`src/rtl/demux1to2_32bit_stream.sv`:
```
// Purpose: 1-to-2 valid/ready stream demux with per-packet output lock and per-output packet counters.
// Latency: 1 cycle from input transfer to output valid; counters update 1 cycle after the delivering transfer.
// Backpressure: in_ready drops only when the target slot is full and its sink is not ready; the other output drains freely.
module demux1to2_32bit_stream #(
    parameter int WIDTH = 32,
    parameter int CNT_W = 16
) (
    input  logic             clk,
    input  logic             rst_n,
    input  logic             in_valid,
    output logic             in_ready,
    input  logic [WIDTH-1:0] in_data,
    input  logic             in_last,
    input  logic             in_sel,
    output logic             out0_valid,
    input  logic             out0_ready,
    output logic [WIDTH-1:0] out0_data,
    output logic             out0_last,
    output logic             out1_valid,
    input  logic             out1_ready,
    output logic [WIDTH-1:0] out1_data,
    output logic             out1_last,
    output logic [CNT_W-1:0] cnt0,
    output logic [CNT_W-1:0] cnt1
);

    typedef enum logic [1:0] {
        IDLE  = 2'd0,
        LOCK0 = 2'd1,
        LOCK1 = 2'd2
    } state_t;

    state_t             state_q, state_d;
    logic               out0_valid_q, out0_valid_d;
    logic               out1_valid_q, out1_valid_d;
    logic [WIDTH-1:0]   out0_data_q, out0_data_d;
    logic [WIDTH-1:0]   out1_data_q, out1_data_d;
    logic               out0_last_q, out0_last_d;
    logic               out1_last_q, out1_last_d;
    logic [CNT_W-1:0]   cnt0_q, cnt0_d;
    logic [CNT_W-1:0]   cnt1_q, cnt1_d;

    logic target;
    logic in_fire;
    logic out0_fire;
    logic out1_fire;

    // Destination select, ready generation and the packet-lock state machine.
    always_comb begin
        state_d  = state_q;
        target   = 1'b0;
        case (state_q)
            IDLE:    target = in_sel;
            LOCK0:   target = 1'b0;
            LOCK1:   target = 1'b1;
            default: target = 1'b0;
        endcase

        // A full slot can still accept when its sink takes the old beat this cycle.
        in_ready = target ? (!out1_valid_q || out1_ready)
                          : (!out0_valid_q || out0_ready);
        in_fire  = in_valid && in_ready;

        if (in_fire) begin
            if (in_last) begin
                state_d = IDLE;
            end else if (state_q == IDLE) begin
                state_d = in_sel ? LOCK1 : LOCK0;
            end
        end
    end

    // Output slots: load on a targeted input transfer, otherwise clear on drain, and count delivered packets.
    always_comb begin
        out0_fire    = out0_valid_q && out0_ready;
        out1_fire    = out1_valid_q && out1_ready;

        out0_valid_d = out0_valid_q;
        out0_data_d  = out0_data_q;
        out0_last_d  = out0_last_q;
        out1_valid_d = out1_valid_q;
        out1_data_d  = out1_data_q;
        out1_last_d  = out1_last_q;
        cnt0_d       = cnt0_q;
        cnt1_d       = cnt1_q;

        if (in_fire && !target) begin
            out0_valid_d = 1'b1;
            out0_data_d  = in_data;
            out0_last_d  = in_last;
        end else if (out0_fire) begin
            out0_valid_d = 1'b0;
        end

        if (in_fire && target) begin
            out1_valid_d = 1'b1;
            out1_data_d  = in_data;
            out1_last_d  = in_last;
        end else if (out1_fire) begin
            out1_valid_d = 1'b0;
        end

        if (out0_fire && out0_last_q) begin
            cnt0_d = cnt0_q + 1'b1;
        end
        if (out1_fire && out1_last_q) begin
            cnt1_d = cnt1_q + 1'b1;
        end
    end

    // State, slot and counter registers with synchronous active-low reset.
    always_ff @(posedge clk) begin
        if (!rst_n) begin
            state_q      <= IDLE;
            out0_valid_q <= 1'b0;
            out1_valid_q <= 1'b0;
            out0_data_q  <= '0;
            out1_data_q  <= '0;
            out0_last_q  <= 1'b0;
            out1_last_q  <= 1'b0;
            cnt0_q       <= '0;
            cnt1_q       <= '0;
        end else begin
            state_q      <= state_d;
            out0_valid_q <= out0_valid_d;
            out1_valid_q <= out1_valid_d;
            out0_data_q  <= out0_data_d;
            out1_data_q  <= out1_data_d;
            out0_last_q  <= out0_last_d;
            out1_last_q  <= out1_last_d;
            cnt0_q       <= cnt0_d;
            cnt1_q       <= cnt1_d;
        end
    end

    assign out0_valid = out0_valid_q;
    assign out1_valid = out1_valid_q;
    assign out0_data  = out0_data_q;
    assign out1_data  = out1_data_q;
    assign out0_last  = out0_last_q;
    assign out1_last  = out1_last_q;
    assign cnt0       = cnt0_q;
    assign cnt1       = cnt1_q;

endmodule

```
`config.mk`:
```
export PLATFORM = sky130hd
export DESIGN_NAME = demux1to2_32bit_stream
export DESIGN_NICKNAME = d
export VERILOG_FILES = /design/src/rtl/demux1to2_32bit_stream.sv
export SDC_FILE = /design/constraint.sdc
export NUM_CORES = 1
export LEC_CHECK = 0
export BUFFER_PORTS_ARGS = -buffer_cell sky130_fd_sc_hd__buf_4
export CAP_MARGIN = 20
export CORE_MARGIN = 2
export CORE_UTILIZATION = 49
export DETAILED_ROUTE_END_ITERATION = 10
export PLACE_DENSITY_LB_ADDON = 0.08
export SLEW_MARGIN = 20
export SYNTH_ARGS = -nofsm -noshare
export SYNTH_HDL_FRONTEND = slang
export SYNTH_SLANG_ARGS = --single-unit
```
`constraint.sdc`:
```
create_clock -name clk -period 1.9 [get_ports clk]
set_input_delay 0.285 -clock clk [delete_from_list [all_inputs] [get_ports clk]]
set_output_delay 0.285 -clock clk [all_outputs]
set_load 0.03 [all_outputs]
```
==> results.txt <==
The slowest stage of the critical path belongs to the cell sky130_fd_sc_hd__mux2_2. For this run, the post-layout net count is between 600 and 700. The clock latency on the worst-skew pair is about 350 ps. The worst register-to-register path has a depth of 5. The run finished with clean final reports. The fraction of final layout cells with drive strength greater than 1 is approximately 28%. The worst endpoint data arrival time is around 1500 ps.

Entering global routing, the biggest net connects between 50 and 60 pins. The post-synthesis cell count is around 480. The total core area came out at 7727 sq um. At the worst endpoint, the required time is between 1500 and 2000 ps.

The final count of hold timing violations came out at 0. CTS built an H-tree with a depth of 3. The routed layout has 3689 vias. The count of input and output buffers came out at approximately 140.

The diode insertion count for antenna repair is 0. Once the floorplan was initialized, standard cells occupied 50.42% of the core. The total routing resource utilization after global routing came out at 22.75%. The signal on the critical path passes through o21bai_4 -> mux2_2 -> buf_4. STA classifies the critical path endpoint as an output port. The worst setup path is launched from a register. The leakage power came out at ~0.0022 uW. The number of pins exceeding their max-slew limit in the final report came out at 0.

The top-level I/O count came out at 140. TritonCTS built the clock tree. The finished cells cover roughly 5300 sq um. The pre-antenna-repair detailed-routing pass consisted of 4 iterations.

The post-detailed-route DRC marker count is 0. The routed length per instance came out at about 14 um. The number of hold-repair buffers added at the cts stage came out at 0.

The number of placement rows came out at 32. The peak clock frequency supported by timing is ~0.57 GHz. The Yosys step of the flow raised 0 warnings. The number of antenna violations at the first check in global routing came to 0. Clock tree synthesis selected as its root buffer the cell sky130_fd_sc_hd__clkbuf_8.

Sequential cells were found to cover between 50% and 60% of the synthesized design area. The most utilized layer in the global route result is met2. The post-CTS repair timing setup buffer count is 0. Across the run, the number of max-cap violations was 0.

The worst supply voltage drop on vdd came out at 0.0004477 V. The antenna violation net count after detailed routing is 0. The clock passes through at most 2 buffers.

Of the available clock period, the critical path in the final layout requires slightly above 90%. The via count of the first global-routing pass came out at roughly 3600. The cell area after placement came out at between 5000 and 6000 sq um. The post-route total power came out at around 4600 uW. Measured along the x axis, the die boundary spans 93.17 um. The global routing usage on met2 came out at 40.76%.

The height of the die is 93.17 um. The average instance in the mapped netlist occupies about 8 sq um. The destination of the worst register-to-register timing path is cnt0[14]. The number of nets handed over by synthesis was around 520. The worst hold path class is in2reg. The most critical setup path has its startpoint at state_q[1]. Global routing used approximately 26% of the available met1 tracks.

The HPWL reported at the end of detailed placement is 6.589 mm. The final wirelength came out at between 9 and 10 mm. TritonCTS created 9 clock buffers. The largest single stage delay on the critical path is between 300 and 400 ps. The slack of the worst reg-to-reg path came out at 290 ps. Gates resized during post-CTS repair numbered 1. Setup violations remaining at the end of the flow were counted as 0. The critical path in this run is classified as reg2out. The number of register bits inferred by synthesis is just over 100. The transition at the pin with the smallest max-transition slack came out at about 480 ps. The global placement routability congestion came out at 0.7430. The minimum clock period after layout came out at between 1500 and 2000 ps. CTS saw roughly 100 sinks.

Following the worst setup path forward leads to its endpoint at in_ready. Global routing consumed, on the met3 layer, around 7.7% of the routing resources. The highest fanout seen on the critical path came out at 5. The core utilization of the finished layout came out at between 60% and 70%. The detailed router's first-iteration violation count came out at 119.

The number of different library cells used by synthesis comes to 34. The mapped netlist covers around 4000 sq um. The setup TNS is 0 ps. The clock edge transition at the registers on the reported setup and hold paths is ~90 ps. The growth of design area from synthesis to finish came out at 36.87%. The total grt overflow is 0.

The worst register-to-register path begins at cnt0[0]. Measured against its own limit, the worst slew margin works out to about two thirds. For the final database, setup skew stands at 11.49 ps.

The global-route wire length before repair came out at around 16 mm. The die outline area came out at 8681 sq um. The power density normalized to cell area is approximately 860 nW/um^2. The detailed-route vias per instance came out at ~5.2. Setup repair after global routing left no endpoint under its margin.
## stage by stage
step                cells  hold slack (ps)  setup slack (ps)
detailed placement    699            446.6             253.6
global placement      699            442.4             280.1
finish                714            174.4             141.5
floorplan             475            421.0             147.2
CTS                   714            156.7             66.63
global route          714            162.2             70.09
## worst max-delay path: cells and delay by family, from the launching register on
family | cells | cell delay, ps
AO/OA/AOI/OAI | 1 | 210
buffers and inverters | 1 | 180
flip-flops | 1 | 350
multiplexers | 1 | 390
## Yosys cell counts, drive strengths merged
cell	n	area (sq um)
ha	2	25.02
buf	10	48.79
and3	5	32.53
clkbuf	16	60.06
nor2	21	78.83
dfxtp	102	2042
inv	4	15.01
o31ai	2	15.01
nor4	7	43.79
nand4	10	77.57
o21bai	1	7.510
xor2	7	61.31
or3	4	27.52
nor3	6	30.03
nand3	12	60.06
xnor2	13	113.9
nand2b	7	43.79
a21oi	75	375.4
and4	2	20.02
mux2i	7	70.07
o211ai	1	7.510
nor3b	1	12.51
or3b	1	8.760
nand3b	1	7.510
mux2	1	11.26
clkinv	1	3.750
o21ai	3	15.01
or4	2	15.01
nand2	151	566.8
## sequential cells by signal, indices dropped and copies added, names as in the netlist
| name | cells |
|---|---|
| cnt0 | 16 |
| cnt1 | 16 |
| out0_data | 32 |
| out0_last | 1 |
| out0_valid | 1 |
| out1_data | 32 |
| out1_last | 1 |
| out1_valid | 1 |
| state_q | 2 |
## power breakdown
part / leakage [uW] / total (uW) / switching, uW / internal (uW)
clock network: 0.000124 / 1700 / 702 / 1000
registers: 0.000830 / 2260 / 46.0 / 2220
logic: 0.00128 / 623 / 387 / 236
## how the worst min path moves through the flow
stage	from	endpoint	slack, ps	depth (start not counted)
after detailed placement	out1_data[2]	out1_data[2]	450	2
after floorplan	in_data[27]	out1_data[27]	420	2
after global placement	out1_data[12]	out1_data[12]	440	2
final	in_data[9]	out0_data[9]	170	3
after CTS	in_data[21]	out0_data[21]	160	3
after global routing	in_data[31]	out1_data[31]	160	3
## per-layer routing
metal | up-vias | wire length [um]
met5 | - | 0
met3 | 6 | 728
met4 | 0 | 80
met1 | 1742 | 3947
li1 | 1836 | -
met2 | 105 | 4994
## final cells by class
type | count | area (sq um)
sequential | 102 | 2042
clock inverter | 4 | 120.1
timing repair buffer | 148 | 1149
multi-input combinational | 342 | 1744
clock buffer | 11 | 131.4
fill | 674 | 2395
inverter | 5 | 18.77
tap | 102 | 127.6
## kinds of logic (layout without fill, tap and decap cells)
group / count (synthesis) / after routing / synth area share (%)
adders and majority gates: 2 / 2 / 0.6422
AOI/OAI and AO/OA: 82 / 82 / 10.79
DFF: 102 / 102 / 52.41
buffers and inverters: 31 / 168 / 3.275
muxes: 8 / 8 / 2.087
and+or+nand+nor: 230 / 230 / 26.30
xor gates and xnor gates: 20 / 20 / 4.496
## cells in the final DEF, fill, tap and decap left out, types with 2 or more instances in the layout
| cell | netlist | layout |
|---|---|---|
| sky130_fd_sc_hd__a21oi_1 | 75 | 75 |
| sky130_fd_sc_hd__and3_1 | 4 | 4 |
| sky130_fd_sc_hd__buf_12 | 0 | 3 |
| sky130_fd_sc_hd__buf_4 | 0 | 145 |
| sky130_fd_sc_hd__bufinv_16 | 0 | 4 |
| sky130_fd_sc_hd__clkbuf_1 | 16 | 2 |
| sky130_fd_sc_hd__clkbuf_8 | 0 | 9 |
| sky130_fd_sc_hd__dfxtp_1 | 102 | 102 |
| sky130_fd_sc_hd__ha_1 | 2 | 2 |
| sky130_fd_sc_hd__inv_1 | 4 | 4 |
| sky130_fd_sc_hd__mux2i_1 | 7 | 7 |
| sky130_fd_sc_hd__nand2_1 | 151 | 151 |
| sky130_fd_sc_hd__nand2b_1 | 7 | 7 |
| sky130_fd_sc_hd__nand3_1 | 12 | 12 |
| sky130_fd_sc_hd__nand4_1 | 9 | 9 |
| sky130_fd_sc_hd__nor2_1 | 21 | 21 |
| sky130_fd_sc_hd__nor3_1 | 6 | 6 |
| sky130_fd_sc_hd__nor4_1 | 7 | 7 |
| sky130_fd_sc_hd__o21ai_0 | 3 | 3 |
| sky130_fd_sc_hd__o31ai_1 | 2 | 2 |
| sky130_fd_sc_hd__or3_1 | 2 | 2 |
| sky130_fd_sc_hd__or3_2 | 2 | 2 |
| sky130_fd_sc_hd__or4_1 | 2 | 2 |
| sky130_fd_sc_hd__xnor2_1 | 13 | 13 |
| sky130_fd_sc_hd__xor2_1 | 7 | 7 |
Note: power is estimated with default switching activity, not from simulation.
